## config.mk

```make
export PLATFORM = sky130hd
export DESIGN_NAME = instr_fetch_unit
export DESIGN_NICKNAME = d
export VERILOG_FILES = /design/src/rtl/fetch_pkg.sv /design/src/rtl/fetch_fifo.sv /design/src/rtl/instr_fetch_unit.sv
export SDC_FILE = /design/constraint.sdc
export NUM_CORES = 1
export LEC_CHECK = 0
export CAP_MARGIN = 40
export CORE_MARGIN = 2
export CORE_UTILIZATION = 50
export CTS_CLUSTER_SIZE = 14
export DETAILED_ROUTE_END_ITERATION = 10
export PLACE_DENSITY = 0.79
export REMOVE_ABC_BUFFERS = 1
export SKIP_CTS_REPAIR_TIMING = 1
export SYNTH_ARGS = -nofsm -noshare
export SYNTH_HDL_FRONTEND = slang
export SYNTH_SLANG_ARGS = --single-unit
```

## constraint.sdc

```tcl
create_clock -name clock -period 3.9 [get_ports clock]
set_input_delay 0.39 -clock clock [delete_from_list [all_inputs] [get_ports clock]]
set_output_delay 0.39 -clock clock [all_outputs]
set_load 0.01 [all_outputs]
```

## src/rtl/fetch_pkg.sv

```systemverilog
// -----------------------------------------------------------------------------
// fetch_pkg
// Types and constants shared by the instruction fetch unit and its FIFO.
//   FETCH_ADDR_W / FETCH_DATA_W : widths of the fetch entry fields
//   INSTR_BYTES                 : PC increment per fetched instruction
//   NOP_INSTR                   : value shown on instr when nothing is valid
//   fetch_entry_t               : {instr, pc} pair stored per FIFO slot
// -----------------------------------------------------------------------------
package fetch_pkg;

  localparam int FETCH_ADDR_W = 32;
  localparam int FETCH_DATA_W = 32;
  localparam int INSTR_BYTES  = 4;

  localparam logic [FETCH_DATA_W-1:0] NOP_INSTR = 32'h0000_0000;

  typedef struct packed {
    logic [FETCH_DATA_W-1:0] instr;
    logic [FETCH_ADDR_W-1:0] pc;
  } fetch_entry_t;

endpackage

```

## src/rtl/fetch_fifo.sv

```systemverilog
// -----------------------------------------------------------------------------
// fetch_fifo
// DEPTH-entry FIFO of fetch_entry_t with same-cycle push/pop and a
// synchronous flush that has priority over push and pop.
// Ports:
//   clock, reset_n : clock, asynchronous active-low reset
//   push           : write push_entry at the tail
//   push_entry     : entry to write
//   pop            : drop the head (caller guarantees count != 0)
//   flush          : empty the FIFO and rewind both pointers
//   count          : current number of stored entries (0..DEPTH)
//   head           : entry at the read pointer (meaningless when count == 0)
// -----------------------------------------------------------------------------
module fetch_fifo
  import fetch_pkg::*;
#(
  parameter  int DEPTH = 4,
  localparam int PTR_W = $clog2(DEPTH),
  localparam int CNT_W = $clog2(DEPTH) + 1
) (
  input  logic             clock,
  input  logic             reset_n,
  input  logic             push,
  input  fetch_entry_t     push_entry,
  input  logic             pop,
  input  logic             flush,
  output logic [CNT_W-1:0] count,
  output fetch_entry_t     head
);

  fetch_entry_t     mem [DEPTH];
  logic [PTR_W-1:0] wr_ptr;
  logic [PTR_W-1:0] rd_ptr;

  always_ff @(posedge clock or negedge reset_n) begin
    if (!reset_n) begin
      wr_ptr <= '0;
      rd_ptr <= '0;
      count  <= '0;
    end else if (flush) begin
      wr_ptr <= '0;
      rd_ptr <= '0;
      count  <= '0;
    end else begin
      if (push) wr_ptr <= wr_ptr + PTR_W'(1);
      if (pop)  rd_ptr <= rd_ptr + PTR_W'(1);
      case ({push, pop})
        2'b10:   count <= count + CNT_W'(1);
        2'b01:   count <= count - CNT_W'(1);
        default: count <= count;
      endcase
    end
  end

  // Storage is not reset; the top masks head while count == 0.
  always_ff @(posedge clock) begin
    if (push && !flush) mem[wr_ptr] <= push_entry;
  end

  assign head = mem[rd_ptr];

endmodule

```

## src/rtl/instr_fetch_unit.sv

```systemverilog
// -----------------------------------------------------------------------------
// instr_fetch_unit
// Consumer side of the Program_Counter: issues a fetch for pc_in each cycle
// there is FIFO credit, tracks the single in-flight response of the
// 1-cycle-latency instruction memory, buffers responses in fetch_fifo and
// presents them to decode with valid/ready. Drives the next PC back.
// Optional build macro: FETCH_STATS_EN adds stat_fetched / stat_stall.
// Ports:
//   clock, reset_n      : clock, asynchronous active-low reset
//   pc_in               : current PC from Program_Counter
//   pc_next             : next PC to Program_Counter (RESET_PC in reset)
//   imem_req, imem_addr : read strobe and address to instruction memory
//   imem_rdata          : read data, valid the cycle after imem_req
//   redirect            : flush everything and load redirect_target
//   redirect_target     : new PC on redirect
//   instr, instr_pc     : FIFO head (zero when instr_valid = 0)
//   instr_valid         : FIFO non-empty
//   instr_ready         : decode accepts the head this cycle
//   stat_fetched        : saturating pop count (FETCH_STATS_EN only)
//   stat_stall          : saturating full-block cycle count (FETCH_STATS_EN only)
// ADDR_W / DATA_W must equal the fetch_pkg entry widths.
// -----------------------------------------------------------------------------
module instr_fetch_unit
  import fetch_pkg::*;
#(
  parameter int                DEPTH    = 4,
  parameter int                ADDR_W   = FETCH_ADDR_W,
  parameter int                DATA_W   = FETCH_DATA_W,
  parameter logic [ADDR_W-1:0] RESET_PC = 32'h0000_0000
) (
  input  logic              clock,
  input  logic              reset_n,
  input  logic [ADDR_W-1:0] pc_in,
  output logic [ADDR_W-1:0] pc_next,
  output logic              imem_req,
  output logic [ADDR_W-1:0] imem_addr,
  input  logic [DATA_W-1:0] imem_rdata,
  input  logic              redirect,
  input  logic [ADDR_W-1:0] redirect_target,
  output logic [DATA_W-1:0] instr,
  output logic [ADDR_W-1:0] instr_pc,
  output logic              instr_valid,
  input  logic              instr_ready
`ifdef FETCH_STATS_EN
  ,
  output logic [31:0]       stat_fetched,
  output logic [31:0]       stat_stall
`endif
);

  localparam int CNT_W = $clog2(DEPTH) + 1;

  logic [CNT_W-1:0]  count;
  logic [CNT_W-1:0]  occupancy;
  logic              full_block;
  logic              issue;
  logic              push;
  logic              pop;
  logic              inflight;
  logic [ADDR_W-1:0] inflight_pc;
  fetch_entry_t      push_entry;
  fetch_entry_t      head;

  // Credit counts the in-flight response; a same-cycle pop gives no credit.
  assign occupancy  = count + CNT_W'(inflight);
  assign full_block = (occupancy == CNT_W'(DEPTH));

  // reset_n is folded in so nothing is requested while reset is asserted.
  assign issue     = reset_n && !redirect && !full_block;
  assign imem_req  = issue;
  assign imem_addr = pc_in;

  always_comb begin
    pc_next = pc_in;
    if (!reset_n)      pc_next = RESET_PC;
    else if (redirect) pc_next = redirect_target;
    else if (issue)    pc_next = pc_in + ADDR_W'(INSTR_BYTES);
  end

  always_ff @(posedge clock or negedge reset_n) begin
    if (!reset_n) begin
      inflight    <= 1'b0;
      inflight_pc <= '0;
    end else begin
      inflight <= issue;
      if (issue) inflight_pc <= pc_in;
    end
  end

  // Redirect discards the response landing this cycle and any pop.
  assign push             = inflight && !redirect;
  assign pop              = instr_valid && instr_ready && !redirect;
  assign push_entry.instr = imem_rdata;
  assign push_entry.pc    = inflight_pc;

  fetch_fifo #(
    .DEPTH (DEPTH)
  ) u_fifo (
    .clock      (clock),
    .reset_n    (reset_n),
    .push       (push),
    .push_entry (push_entry),
    .pop        (pop),
    .flush      (redirect),
    .count      (count),
    .head       (head)
  );

  assign instr_valid = (count != '0);
  assign instr       = instr_valid ? head.instr : NOP_INSTR;
  assign instr_pc    = instr_valid ? head.pc    : '0;

`ifdef FETCH_STATS_EN
  always_ff @(posedge clock or negedge reset_n) begin
    if (!reset_n) begin
      stat_fetched <= '0;
      stat_stall   <= '0;
    end else begin
      if (pop && (stat_fetched != 32'hFFFF_FFFF))      stat_fetched <= stat_fetched + 32'd1;
      if (full_block && (stat_stall != 32'hFFFF_FFFF)) stat_stall   <= stat_stall + 32'd1;
    end
  end
`endif

endmodule

```

# Yosys cells after proc, flatten, opt, wreduce, memory -nomap -nowiden
# Memory sizes are Yosys's and may differ from the RTL's.
# Index checks and enable logic that the tools add are counted.
# totals
register_bits,40
mem_bits_rw,256
output_inout_bits,130
elab_cells,40
memories,1
# classes
add_sub_neg,6
n_eq_ne,3
n_mux,13
n_reduce_logical,12
# memory_table
name,words,word_bits,rd,rd_clocked_by_memory_dff,write_ports,line,source
u_fifo.mem,4,64,1,0,1,fetch_fifo.sv:31,fetch_entry_t mem [DEPTH];
# ops
op,n
$mux W32,5
$add A32 B3 Y32 const B,1
$mux W2,4
$logic_and A1 B1 Y1,6
$pmux W3 S2,1
$reduce_bool A3 Y1,2
$add A2 B1 Y2 const B,2
$reduce_bool A2 Y1,2
$add A3 B1 Y3,1
$add A3 B1 Y3 const B,1
$eq A3 B3 Y1 const B,1
$mux W3,1
$sub A3 B1 Y3 const B,1
$eq A2 B1 Y1 const B,1
$eq A2 B2 Y1 const B,1
$logic_not A1 Y1,2
$mux W1,2

# Logic depth before layout (Yosys ltp)
# depth
depth_word,7
ltp_mapped,8
ltp_nobuf,7

# By module
# A second synthesis with hierarchy kept.
# hier_totals
cells_unflattened,858
area_unflattened_um2,13058.8
# modules_own_cells
module,n_inst,cells_each,area_per_inst_um2
fetch_fifo,1,375,9656.8
instr_fetch_unit,1,483,3402.0

# Least setup slack after synthesis
# No wires, ideal clock.
# synth_path
path_type,register -> register
from,reg inflight
to,"mem u_fifo.mem[0][0] in the netlist's numbering, enable pin"
arrival_time_ns,2.331
t_required_ns,3.471
path_slack_ns,1.140
stages_incl_launch_ff,4
n_path_buf,1
synth_period_minus_slack_ns,2.760
path_cell_list,dfrtp_1 -> clkbuf_1 -> nor2b_1 -> and2_1
# synth_between
elab_chain_cells,4
# synth_rtl
item,line,source
from (decl),instr_fetch_unit.sv:59,logic inflight;
from (signal assigned),instr_fetch_unit.sv:85,inflight <= issue;
$logic_and A1 B1 Y1,instr_fetch_unit.sv:91,assign push = inflight && !redirect;
$logic_and A1 B1 Y1,fetch_fifo.sv:57,if (push && !flush) mem[wr_ptr] <= push_entry;
$mux W1,fetch_fifo.sv:57,
$mux W1 (implied by the code),fetch_fifo.sv:57,
to (decl),fetch_fifo.sv:31,
# No other way between the ends.

# Worst setup path after layout
# layout_path
from,reg u_fifo.count[0]
to,out pc_next[31]
# layout_between
elab_chain_cells,7
# layout_rtl
item,line,source
from (decl),fetch_fifo.sv:27,"output logic [CNT_W-1:0] count,"
from (signal assigned),fetch_fifo.sv:48,2'b10: count <= count + CNT_W'(1);
from (signal assigned),fetch_fifo.sv:49,2'b01: count <= count - CNT_W'(1);
from (signal assigned),fetch_fifo.sv:50,default: count <= count;
$add A3 B1 Y3,instr_fetch_unit.sv:65,assign occupancy = count + CNT_W'(inflight);
$eq A3 B3 Y1,instr_fetch_unit.sv:66,assign full_block = (occupancy == CNT_W'(DEPTH));
$logic_not A1 Y1,instr_fetch_unit.sv:69,assign issue = reset_n && !redirect && !full_block;
$logic_and A1 B1 Y1,instr_fetch_unit.sv:69,
$mux W32,instr_fetch_unit.sv:77,else if (issue) pc_next = pc_in + ADDR_W'(INSTR_BYTES);
$mux W32,instr_fetch_unit.sv:76,else if (redirect) pc_next = redirect_target;
$mux W32,instr_fetch_unit.sv:75,if (!reset_n) pc_next = RESET_PC;
to (decl),instr_fetch_unit.sv:34,"output logic [ADDR_W-1:0] pc_next,"
# No other way between the ends.

==> metrics.txt <==
status complete, no violations; Final Hold Fails 0; first-pass GRT wire length 41.0 mm; Tcrit/Tclk final 97.1%; H-tree depth 1; FMAX 264 MHz; Final ANT Viol Nets 0; clk_skew 0.0134 ns; non-filler cells, final 1291; antenna violations before repair 0; final net count 1045; Root Driver clkbuf_16; cell internal pwr 0.00715 W; headroom to the max-slew limit 42.3%; register area share after synthesis 69.1%; EDFF count, synth 256; main combinational cell family by area after synthesis multiplexers; Flop pwr share 41.5%; # clock sinks 296; core area 25000 um2; synthesized-area fraction occupied by adder cells 0.855%; Global Route Usage Sum 20.3%; Async S/R FF share, synth 13.5%; Hold WS 0.111 ns; clock buffer depth 3; multiplexer share of the synthesized area 14.7%; TritonCTS buffer count 30; Lkg Pwr 5.42 nW; R2R setup slack 1.28 ns; Post-Synth XOR/XNOR Area 2.09%; Detailed Place HPWL 16.6 mm; IO buf count 229; Ports 230; Clk pin slew, worst setup/hold paths 0.06 ns; Synth Area in Simple Gates 6.91%; Worst Setup End Kind primary output; Worst-Margin Slew 0.866 ns; n_diodes 0; Max-Cap Viols 0; crit path max fanout 8; num rows 58; Die Area 26400 um2; vias in the first global route 7333; worst r2r path cells 7; P per Cell Area 594 nW/um2; die extent in y 163 um; Die W 163 um; Layout Area Growth over Synthesis 29.0%; Cell Area, Synth 12600 um2; largest net degree at the start of global routing 73; starting density of the core 50.4%; Worst EP required 3.51 ns; syn avg cell area 17.4 um2; Yosys reg bits 296; DRT Wirelength 26.6 mm; wire per inst 20.6 um; CP Launch Type flip-flop; Distinct cells, synth 38; Post-Syn Instances 721; Hold/Removal Path Class in -> async; via count 7092; Final GP Congestion 0.748; CTS tree done; Post-route DRC 0; YS warnings 0; Inst Count DP 1234; Overflow after GRT 0; Psw 0.00249 W; Switching Fraction 25.9%; DR iter-0 viols 383; Pre-Repair DR Iteration Count 6; DR vias/cell 5.49; combinational share of power 27.4%; Top FF cell, synth edfxtp_1; Clk network pwr share 31.1%; Data arrival, critical path 3.40 ns; post-synthesis compound-gate area fraction 2.98%; layout cells sized above 1 19.6%; worst ir drop on vdd 0.307 mV; Reg-to-Reg End u_fifo.count[2]; Clk Latency, worst-skew pair 0.54 ns; # setup viols final 0; WS Path Type reg -> out; Worst R2R Start u_fifo.count[1]; Slew Limit Fails 0; crit path time final 3.79 ns
[layer usage]
metal  track usage [%]  up-vias  share of wire (%)
met1              27.1     3638                 42
li1                  -     3205                  -
met5                 0        -                  0
met3              3.46       25                5.6
met2              35.7      224                 51
met4              3.74        0                1.1
[through the flow]
stage	utilization, %	TNS [ns]	total power [W]	cell area (um2)	setup WS [ns]
3_3_place_gp	60.7	0	0.00672	15200	0.404
6_report	65.0	0	0.00965	16200	0.113
3_5_place_dp	60.7	0	0.00675	15200	0.351
5_1_grt	65.0	-0.0115	0.0101	16200	-0.00611
2_1_floorplan	-	0	0.00539	12200	0.0715
4_1_cts	65.0	0	0.00976	16200	0.0136
[cell type report]
| type | instances | area (um2) |
|---|---|---|
| clock buffer | 42 | 857 |
| clock inverter | 14 | 206 |
| fill | 1763 | 8730 |
| inverter | 5 | 18.8 |
| multi-input combinational | 348 | 3490 |
| sequential | 296 | 8700 |
| tap | 330 | 413 |
| timing repair buffer | 256 | 2560 |
[sequential cells by signal, indices dropped and copies added, names as in the netlist]
| name | count |
|---|---|
| u_fifo.rd_ptr | 2 |
| u_fifo.wr_ptr | 2 |
| inflight | 1 |
| u_fifo.mem | 256 |
| inflight_pc | 32 |
| u_fifo.count | 3 |
[critical path, stage by stage (launching register included)]
cell and delay, ns:
dfrtp_1 0.43, ha_1 0.22, ha_1 0.18, xor2_1 0.22, a211oi_2 0.30, buf_6 0.21, nand3_2 0.16, or3_1 0.40
a31oi_1 0.17, clkdlybuf4s50_1 0.56
[Yosys cell counts (2+ instances only)]
| master | instances | area share [%] |
|---|---|---|
| edfxtp_1 | 256 | 61 |
| and2_1 | 69 | 3.4 |
| mux4_2 | 64 | 11 |
| dfrtp_1 | 40 | 8.0 |
| o21ai_0 | 33 | 1.3 |
| buf_4 | 32 | 1.9 |
| mux2_2 | 32 | 2.9 |
| clkbuf_1 | 23 | 0.69 |
| a21oi_1 | 21 | 0.84 |
| xor2_1 | 18 | 1.3 |
| nand2_1 | 15 | 0.45 |
| buf_2 | 13 | 0.52 |
| xnor2_1 | 12 | 0.84 |
| nand3_1 | 11 | 0.44 |
| nor2_1 | 9 | 0.27 |
| and3_1 | 7 | 0.35 |
| ha_1 | 7 | 0.70 |
| nand4_1 | 6 | 0.30 |
| a31oi_1 | 5 | 0.25 |
| and4_1 | 5 | 0.35 |
| inv_1 | 5 | 0.15 |
| mux2i_1 | 5 | 0.40 |
| or3_1 | 5 | 0.25 |
| buf_1 | 4 | 0.12 |
| nor3_1 | 4 | 0.16 |
| nor2b_1 | 3 | 0.15 |
| nor3b_1 | 3 | 0.18 |
| a211oi_2 | 2 | 0.20 |
| o211a_1 | 2 | 0.16 |
| o21ba_2 | 2 | 0.16 |
[cell families after synthesis]
| family | count (synthesis) |
|---|---|
| AOI/OAI and AO/OA | 66 |
| xor gates and xnor gates | 30 |
| adders and majority gates | 8 |
| buffers and inverters | 77 |
| DFF | 296 |
| muxes | 101 |
| and+or+nand+nor | 143 |
[power groups by stage]
| stage | logic (W) | clock network, W | registers, W |
|---|---|---|---|
| 2_1_floorplan | 0.00130 | 0 | 0.00409 |
| 3_3_place_gp | 0.00266 | 0 | 0.00405 |
| 3_5_place_dp | 0.00268 | 0 | 0.00408 |
| 4_1_cts | 0.00269 | 0.00306 | 0.00401 |
| 5_1_grt | 0.00285 | 0.00318 | 0.00404 |
| 6_report | 0.00264 | 0.00300 | 0.00400 |
[placed cells by master, fill, tap and decap left out, drive strengths merged, types with 4 or more instances in the layout]
cell type,n
dfrtp,40
and4,5
nor3,4
clkdlybuf4s50,228
mux2i,5
nand4,7
nand3,12
nor2,9
a21oi,22
and2,69
xor2,18
o21ai,33
and3,7
buf,28
inv,6
mux2,32
ha,7
edfxtp,256
xnor2,12
bufinv,5
clkinv,6
a31oi,5
nand2,15
mux4,64
clkbuf,42
or3,5
[how the worst max path moves through the flow]
stage / startpoint / slack, ns / endpoint / cells after the start
after global routing: u_fifo.count[0] / -0.006 / pc_next[29] / 9
after floorplan: u_fifo.rd_ptr[0] / 0.07 / instr[0] / 2
after global placement: pc_in[8] / 0.40 / pc_next[31] / 7
final: u_fifo.count[0] / 0.11 / pc_next[31] / 9
after detailed placement: pc_in[8] / 0.35 / pc_next[31] / 7
after CTS: u_fifo.count[0] / 0.01 / pc_next[31] / 9
(Power assumes the default switching activity.)
